<file path="src/rtl/pim_sched_pkg.sv">
// rtl/pim_sched_pkg.sv - shared state/mode encodings and sizing helper for the PIM MAC scheduler
package pim_sched_pkg;

  typedef enum logic [1:0] {
    ST_IDLE  = 2'd0,
    ST_LOAD  = 2'd1,
    ST_COMP  = 2'd2,
    ST_DRAIN = 2'd3
  } sched_state_t;

  localparam logic MODE_LOAD = 1'b0;
  localparam logic MODE_COMP = 1'b1;

  // Bits needed to hold an occupancy value from 0 up to and including depth.
  function automatic int cnt_width(input int depth);
    return $clog2(depth + 1);
  endfunction

endpackage

</file>
<file path="src/rtl/pim_res_fifo.sv">
// rtl/pim_res_fifo.sv - result buffer between the array read pipe and the result stream
module pim_res_fifo
  import pim_sched_pkg::*;
#(
  parameter int WIDTH = 9,
  parameter int DEPTH = 4,
  localparam int CW = cnt_width(DEPTH),
  localparam int AW = (DEPTH > 1) ? $clog2(DEPTH) : 1
) (
  input  logic             clk,
  input  logic             rst_n,
  input  logic             push_tvalid,
  input  logic [WIDTH-1:0] push_tdata,
  output logic             pop_tvalid,
  input  logic             pop_tready,
  output logic [WIDTH-1:0] pop_tdata,
  output logic [CW-1:0]    count
);

  logic [WIDTH-1:0] mem [DEPTH];
  logic [AW-1:0]    wr_ptr;
  logic [AW-1:0]    rd_ptr;
  logic             push_ok;
  logic             pop_ok;

  function automatic logic [AW-1:0] bump(input logic [AW-1:0] p);
    return (p == AW'(DEPTH - 1)) ? '0 : p + AW'(1);
  endfunction

  assign pop_tvalid = (count != '0);
  assign pop_ok     = pop_tvalid && pop_tready;
  // A pop in the same cycle frees the slot, so a full buffer still accepts a push.
  assign push_ok    = push_tvalid && ((count != CW'(DEPTH)) || pop_ok);
  assign pop_tdata  = mem[rd_ptr];

  always_ff @(posedge clk) begin
    if (push_ok) begin
      mem[wr_ptr] <= push_tdata;
    end
  end

  always_ff @(posedge clk or negedge rst_n) begin
    if (!rst_n) begin
      wr_ptr <= '0;
      rd_ptr <= '0;
      count  <= '0;
    end else begin
      if (push_ok) begin
        wr_ptr <= bump(wr_ptr);
      end
      if (pop_ok) begin
        rd_ptr <= bump(rd_ptr);
      end
      unique case ({push_ok, pop_ok})
        2'b10:   count <= count + CW'(1);
        2'b01:   count <= count - CW'(1);
        default: count <= count;
      endcase
    end
  end

endmodule

</file>
<file path="src/rtl/pim_mac_sched.sv">
// rtl/pim_mac_sched.sv - sequences weight loads and credit-limited MAC reads for a PIM array
module pim_mac_sched
  import pim_sched_pkg::*;
#(
  parameter int INPUT_SIZE  = 256,
  parameter int ADDRS_WIDTH = 8,
  parameter int OUT_WIDTH   = 8,
  parameter int RD_LAT      = 1,
  parameter int FIFO_DEPTH  = 4
) (
  input  logic                   clk,
  input  logic                   rst_n,
  input  logic                   cmd_valid,
  output logic                   cmd_ready,
  input  logic                   cmd_mode,
  input  logic [ADDRS_WIDTH-1:0] cmd_base,
  input  logic [ADDRS_WIDTH:0]   cmd_len,
  input  logic                   wr_valid,
  output logic                   wr_ready,
  input  logic [INPUT_SIZE-1:0]  wr_data,
  input  logic [INPUT_SIZE-1:0]  vec_data,
  output logic                   pim_we,
  output logic [ADDRS_WIDTH-1:0] pim_addr,
  output logic [INPUT_SIZE-1:0]  pim_data,
  input  logic [OUT_WIDTH-1:0]   pim_out,
  output logic                   res_valid,
  input  logic                   res_ready,
  output logic [OUT_WIDTH-1:0]   res_data,
  output logic                   res_last,
  output logic                   busy,
  output logic                   done
);

  localparam int CW = cnt_width(FIFO_DEPTH);
  localparam logic [ADDRS_WIDTH:0] LEN_ONE = (ADDRS_WIDTH + 1)'(1);

  sched_state_t           state;
  logic [ADDRS_WIDTH-1:0] addr;
  logic [ADDRS_WIDTH:0]   remain;
  logic [INPUT_SIZE-1:0]  vec_q;
  logic                   done_q;
  logic [RD_LAT-1:0]      pipe_v;
  logic [RD_LAT-1:0]      pipe_last;
  logic [CW-1:0]          fifo_count;
  logic [CW-1:0]          inflight;
  logic [OUT_WIDTH:0]     fifo_head;
  logic                   fifo_valid;
  logic                   cmd_fire;
  logic                   wr_fire;
  logic                   pop_fire;
  logic                   last_pop;
  logic                   issue;
  logic                   issue_last;

  assign cmd_fire = cmd_valid && cmd_ready;
  assign wr_fire  = wr_valid && wr_ready;
  assign pop_fire = res_valid && res_ready;
  assign last_pop = pop_fire && fifo_head[OUT_WIDTH];

  always_comb begin
    inflight = '0;
    for (int i = 0; i < RD_LAT; i++) begin
      inflight = inflight + CW'(pipe_v[i]);
    end
  end

  // A FIFO slot is reserved from issue until pop, so returning reads can never overrun it.
  assign issue      = (state == ST_COMP) && ((fifo_count + inflight) < CW'(FIFO_DEPTH));
  assign issue_last = issue && (remain == LEN_ONE);

  assign pim_we    = wr_fire;
  assign pim_addr  = addr;
  assign pim_data  = (state == ST_LOAD) ? wr_data : vec_q;
  assign busy      = (state != ST_IDLE);
  assign res_valid = fifo_valid;
  assign res_data  = fifo_head[OUT_WIDTH-1:0];
  assign res_last  = fifo_valid && fifo_head[OUT_WIDTH];
  assign done      = done_q || last_pop;

  always_ff @(posedge clk or negedge rst_n) begin
    if (!rst_n) begin
      state     <= ST_IDLE;
      cmd_ready <= 1'b0;
      wr_ready  <= 1'b0;
      addr      <= '0;
      remain    <= '0;
      vec_q     <= '0;
      done_q    <= 1'b0;
    end else begin
      done_q <= 1'b0;
      unique case (state)
        ST_IDLE: begin
          cmd_ready <= 1'b1;
          if (cmd_fire) begin
            addr   <= cmd_base;
            remain <= cmd_len;
            if (cmd_mode == MODE_COMP) begin
              vec_q <= vec_data;
            end
            if (cmd_len == '0) begin
              done_q <= 1'b1;
            end else if (cmd_mode == MODE_LOAD) begin
              state     <= ST_LOAD;
              cmd_ready <= 1'b0;
              wr_ready  <= 1'b1;
            end else begin
              state     <= ST_COMP;
              cmd_ready <= 1'b0;
            end
          end
        end
        ST_LOAD: begin
          if (wr_fire) begin
            addr   <= addr + ADDRS_WIDTH'(1);
            remain <= remain - LEN_ONE;
            if (remain == LEN_ONE) begin
              state     <= ST_IDLE;
              wr_ready  <= 1'b0;
              cmd_ready <= 1'b1;
              done_q    <= 1'b1;
            end
          end
        end
        ST_COMP: begin
          if (issue) begin
            addr   <= addr + ADDRS_WIDTH'(1);
            remain <= remain - LEN_ONE;
            if (issue_last) begin
              state <= ST_DRAIN;
            end
          end
        end
        ST_DRAIN: begin
          if (last_pop) begin
            state     <= ST_IDLE;
            cmd_ready <= 1'b1;
          end
        end
        default: state <= ST_IDLE;
      endcase
    end
  end

  always_ff @(posedge clk or negedge rst_n) begin
    if (!rst_n) begin
      pipe_v    <= '0;
      pipe_last <= '0;
    end else begin
      pipe_v[0]    <= issue;
      pipe_last[0] <= issue_last;
      for (int i = 1; i < RD_LAT; i++) begin
        pipe_v[i]    <= pipe_v[i-1];
        pipe_last[i] <= pipe_last[i-1];
      end
    end
  end

  pim_res_fifo #(
    .WIDTH (OUT_WIDTH + 1),
    .DEPTH (FIFO_DEPTH)
  ) u_res_fifo (
    .clk         (clk),
    .rst_n       (rst_n),
    .push_tvalid (pipe_v[RD_LAT-1]),
    .push_tdata  ({pipe_last[RD_LAT-1], pim_out}),
    .pop_tvalid  (fifo_valid),
    .pop_tready  (res_ready),
    .pop_tdata   (fifo_head),
    .count       (fifo_count)
  );

endmodule

</file>
<file path="config.mk">
export PLATFORM = sky130hd
export DESIGN_NAME = pim_mac_sched
export DESIGN_NICKNAME = d
export VERILOG_FILES = /design/src/rtl/pim_sched_pkg.sv /design/src/rtl/pim_res_fifo.sv /design/src/rtl/pim_mac_sched.sv
export SDC_FILE = /design/constraint.sdc
export NUM_CORES = 1
export LEC_CHECK = 0
export ABC_AREA = 1
export CORE_AREA = 5 5 320 322
export CTS_BUF_LIST = sky130_fd_sc_hd__clkbuf_8
export CTS_CLUSTER_DIAMETER = 200
export DETAILED_ROUTE_END_ITERATION = 8
export DIE_AREA = 0 0 325 327
export PLACE_DENSITY = 0.52
export SYNTH_ARGS = -nofsm -noshare
export SYNTH_HDL_FRONTEND = slang
export SYNTH_HIERARCHICAL = 1
export SYNTH_SLANG_ARGS = --single-unit
</file>
<file path="constraint.sdc">
create_clock -name clk -period 1.74 [get_ports clk]
set_clock_uncertainty 0.05 [all_clocks]
set_input_delay 0.348 -clock clk [delete_from_list [all_inputs] [get_ports clk]]
set_output_delay 0.348 -clock clk [all_outputs]
set_load 0.02 [all_outputs]
</file>
==> Yosys cells after proc, flatten, opt, wreduce, memory -nomap -nowiden <==
Memories as Yosys holds them, arrays and structs flattened.
Index checks and enable logic that the tools add are counted.
{ "word_totals": {"input_bits": 543, "regBits": 287, "memories": 1, "ram_bits": 36, "output_inout_bits": 279, "elab_cells": 100} }
{ "memory_table": {"columns": ["name", "depth", "word_bits", "rd", "rd_clocked_by_memory_dff", "wr", "line_no", "rtl"], "rows": [
  ["u_res_fifo.mem", 4, 9, 1, 0, 1, "pim_res_fifo.sv:20", "logic [WIDTH-1:0] mem [DEPTH];"]
]} }
{ "op_classes": {"n_reduce_logical": 23, "n_addsub": 7, "order_cmp": 1, "mux": 39, "eq_ne": 17} }
{ "op_table": {"columns": ["op", "n"], "rows": [
  ["2-to-1 mux 256 bit", 1],
  ["2-to-1 mux 9 bit", 3],
  ["case mux 9 bit (3 select lines)", 1],
  ["2-to-1 mux 8 bit", 3],
  ["case mux 8 bit (3 select lines)", 1],
  ["2-to-1 mux 2 bit", 10],
  ["inequality test 2 bit (second input constant)", 8],
  ["2-to-1 mux 1 bit", 15],
  ["equality test 2 bit (second input constant)", 5],
  ["equality test 9 x 1 -> 1 bit (second input constant)", 1],
  ["zero test 9 bit", 1],
  ["nonzero test 3 bit", 3],
  ["subtractor 9 x 1 -> 9 bit (second input constant)", 1],
  ["adder 8 x 1 -> 8 bit (second input constant)", 1],
  ["logical AND 1 bit", 8],
  ["case mux 2 bit (4 select lines)", 1],
  ["AND reduction 4 bit", 2],
  ["AND reduction 7 bit", 1],
  ["case mux 3 bit (2 select lines)", 1],
  ["AND reduction 6 bit", 1],
  ["nonzero test 2 bit", 3],
  ["adder 2 x 1 -> 2 bit (second input constant)", 2],
  ["equality test 2 x 1 -> 1 bit (second input constant)", 2],
  ["case mux 1 bit (2 select lines)", 2],
  ["9 further kinds", 10]
]} }

==> Longest topological paths before layout <==
{ "logic_depth": {"ltp_word": 7, "ltp_mapped": 13, "ltp_nobuf": 13} }

==> Modules after synthesis <==
The synthesis kept the hierarchy.
{ "by_module_without_submodules": {"columns": ["mod", "cells_per_inst", "area_per_inst_um2", "seq_area_each_um2", "n_inst"], "rows": [
  ["pim_mac_sched", 1897, 14064.7, 7006.7, 1],
  ["pim_res_fifo", 144, 1804.2, 1256.2, 1]
]} }

==> Least setup slack after synthesis <==
OpenSTA, ideal clock, no wires.
{ "synth_timing": {"kind": "reg-to-output", "from": "reg state[1]", "to": "out pim_data[251]", "stages_incl_launch_ff": 7, "path_buffers": 3, "arrival_time_ps": 1629, "slack_ps": -287, "path_cell_list": "dfrtp_1 -> inv_1 -> ha_1 -> buf_2 -> buf_2 -> buf_2 -> o21ai_0"} }
{ "synth_via": {"elab_chain_cells": 2} }
{ "synth_rtl": {"columns": ["item", "line_no", "rtl"], "rows": [
  ["from (decl)", "pim_mac_sched.sv:37", "sched_state_t state;"],
  ["from (signal assigned)", "pim_mac_sched.sv:82", "state <= ST_IDLE;"],
  ["from (signal assigned)", "pim_mac_sched.sv:103", "state <= ST_LOAD;"],
  ["from (signal assigned)", "pim_mac_sched.sv:107", "state <= ST_COMP;"],
  ["equality test 2 x 1 -> 1 bit", "pim_mac_sched.sv:73", "assign pim_data = (state == ST_LOAD) ? wr_data : vec_q;"],
  ["2-to-1 mux 256 bit", "pim_mac_sched.sv:73", null],
  ["to (decl)", "pim_mac_sched.sv:24", "output logic [INPUT_SIZE-1:0] pim_data,"]
]} }
No other way between the ends.

==> Final worst setup path <==
{ "layout_timing": {"from": "reg state[0]", "to": "out pim_data[16]"} }
The elaborated chain is that of the path after synthesis.

==> results <==
==> logic make-up (layout without fill, tap and decap cells) <==
| family | count (synthesis) | in the layout | share of synthesized area [%] |
|---|---|---|---|
| AND/OR/NAND/NOR | 699 | 699 | 17.1 |
| other | 0 | 10 | 0 |
| buffers and inverters | 423 | 1412 | 11.0 |
| flip-flops | 323 | 323 | 52.1 |
| XOR/XNOR | 3 | 3 | 0.166 |
| AO/OA/AOI/OAI | 579 | 579 | 18.5 |
| adder cells (fa/ha/maj) | 14 | 14 | 1.15 |
==> state kept, by name, summed over array words and instances, names as in the netlist <==
| signal | flops |
|---|---|
| u_res_fifo/mem | 36 |
| pipe_v | 1 |
| pipe_last | 1 |
| pim_addr | 8 |
| u_res_fifo/count | 3 |
| done_q | 1 |
| cmd_ready | 1 |
| remain | 9 |
| wr_ready | 1 |
| u_res_fifo/wr_ptr | 2 |
| vec_q | 256 |
| state | 2 |
| u_res_fifo/rd_ptr | 2 |
==> final cells by class <==
cell class                 count  share of cell area, %
inverter                     301                   3.99
timing repair buffer         991                   34.2
multi-input combinational   1295                   22.1
clock inverter                42                   1.04
antenna                       10                 0.0881
tap                         1298                   5.72
sequential                   323                   29.1
clock buffer                  78                   3.78
==> worst max-delay path, cell delays in order, from the launching register on <==
cell and delay (ns):
dfrtp_1 0.41, ha_4 0.21, buf_12 0.16, buf_12 0.14, buf_16 0.16, buf_4 0.15
o21ai_2 0.21, buf_12 0.16
==> per-layer routing <==
layer | up-vias | part of all wire [%] | track usage, %
met5 | - | 0.019 | 0
met4 | 4 | 2.3 | 4.15
met3 | 113 | 8.2 | 5.13
met2 | 585 | 48 | 22.5
met1 | 7556 | 41 | 16.0
li1 | 8361 | - | -
==> stage by stage <==
| stage | setup WS (ns) | instances | setup TNS (ns) | total power [mW] | instance area [sq um] |
|---|---|---|---|---|---|
| after floorplan | -0.180 | 2041 | -35.89 | 27.1 | 16100 |
| after global placement | -0.753 | 4183 | -191.87 | 42.0 | 26700 |
| after detailed placement | -0.728 | 4183 | -189.99 | 42.1 | 26700 |
| after CTS | -1.11 | 4315 | -323.20 | 50.2 | 28200 |
| after global routing | -1.11 | 4336 | -382.29 | 54.1 | 28400 |
| final | -0.931 | 4338 | -293.89 | 50.3 | 28400 |
==> what timing repair did <==
item / CTS / global route
gates resized for setup: 803 / 433
hold buffers: 1 / 0
hold endpoints to repair: 287 / 0
pin swaps: 3 / 4
setup endpoints to repair: 549 / 557
buffers inserted: 5 / 11
cloned: 6 / 2
==> power groups by stage <==
stage	clock network (mW)	logic (mW)	registers, mW
after floorplan	0	15.1	12.1
after global placement	0	30.0	12.0
after detailed placement	0	30.0	12.1
after CTS	8.69	29.5	12.0
after global routing	9.04	32.7	12.3
final	8.26	30.0	12.0
==> Yosys cell counts (12+ instances only) <==
cell        n  area (sq um)
inv_1     297          1110
edfxtp_1   36          1080
buf_2      76           380
nand2_1   608          2280
ha_1       13           163
buf_4      12          90.1
o21ai_0   546          2730
nor2_1     50           188
nand3_1    17          85.1
clkbuf_1   31           116
dfrtp_1   287          7180
==> worst max path at each step <==
stage,start,endpoint
global route,state[1],pim_data[16]
finish,state[0],pim_data[16]
floorplan,state[1],pim_data[101]
global placement,state[1],pim_data[50]
detailed placement,state[1],pim_data[50]
CTS,state[0],pim_data[16]
==> reports/metrics.cfg <==
[layout]
multi_input_area_sq_um = 6280
finish.utilization_pct = 28.6
register_area_sq_um = 8260
n_fill_cell = 10800
final_common_cell = nand2_1
area_growth_pct = 79.0
nets = 3536
final_cell_mix = 600 x nand2_1, 556 x clkdlybuf4s50_1, 389 x o21ai_0, 313 x inv_1, 286 x dfrtp_1
drive_above_1_share_pct = 19.0

[synth]
synth_edf_count = 36
ys_ff_latch = 323
ys.flop_type = dfrtp_1
synth_async_sr_flop_share_pct = 88.9
yosysSeqAreaShare_pct = 52.1
netlist_instances = 2041
synthesis.nets = 2598
yosysUniqueCellTypes = 34
synth_area_sq_um = 15900
syn_avg_cell_area_sq_um = 7.78
yosys_warnings = 6

[worst_setup_path]
cp-end-kind = output port
path_class = reg -> out
r2r_cells = 13
crit_arrival_ns = 2.27
start_kind = flop
worstReg2RegEnd = remain[5]
reg2reg_slack_ns = -0.58
path_max_fanout = 27
cp.required_ns = 1.34
r2r_start = state[0]

[timing]
max_slew_margin_pct = 72.8
tightest_slew_ns = 0.409
fmax_mhz = 374
rsz0062_at_grt = yes
slew_violations = 0
setup_viol = 556
fin_crit_sh_pct = 154
period_needed_ns = 2.67
timing.hold.ws_ns = 0.151
hold_viol = 0
setup_slack_ns = -0.931

[pwr]
combinationalPowerShare_pct = 59.7
switching_power_mw = 22.2
p_leak_nw = 12.5
powerDensity_nw_per_um2 = 1770
p_sw_share_pct = 44.2
p_seq_share_pct = 23.9
p_clk_share_pct = 16.4
p_int_mw = 28.1
peakVddDrop_mv = 0.903

[routing]
wire_per_inst_um = 17.4
vias_per_cell = 3.83
first_pass_iters = 5
ant_nets = 0
postRouteWirelength_um = 75400
route.detailed.drc = 0
first_iter_violations = 770
vias = 16600

[placed_design]
post-dp-hpwl_um = 59700
globalplace.congestion = 0.924
portBuffers = 821

[clock_tree]
htreeDepth = 3
cts_sinks = 323
tritoncts = yes
root_buffer = clkbuf_8
clock_insertion_delay_worst_skew_ns = 0.67
clk_pin_slew_ns = 0.05
cts_buffer_depth = 3
cts_made_buffers = 67

[global_route]
antenna_found_initial = 21
grt.overflow.total = 0
grt_max_degree = 62
grt_pass1_wl_um = 108000
grt_pass1_vias = 16500
grt_util_all_layers_pct = 13.4

[die]
core_sq_um = 99300
fp.dieW_um = 325
dieArea_sq_um = 106000
die_h_um = 327
row_count = 116
start_util_pct = 16.0
num_io_pins = 822

[hold_path]
hp-class = in -> async

[run_status]
violations = negative setup slack
outcome = complete, but fails checks

[flow_run]
max_cap_violations = 0

Note: power is estimated with default switching activity, not from simulation.
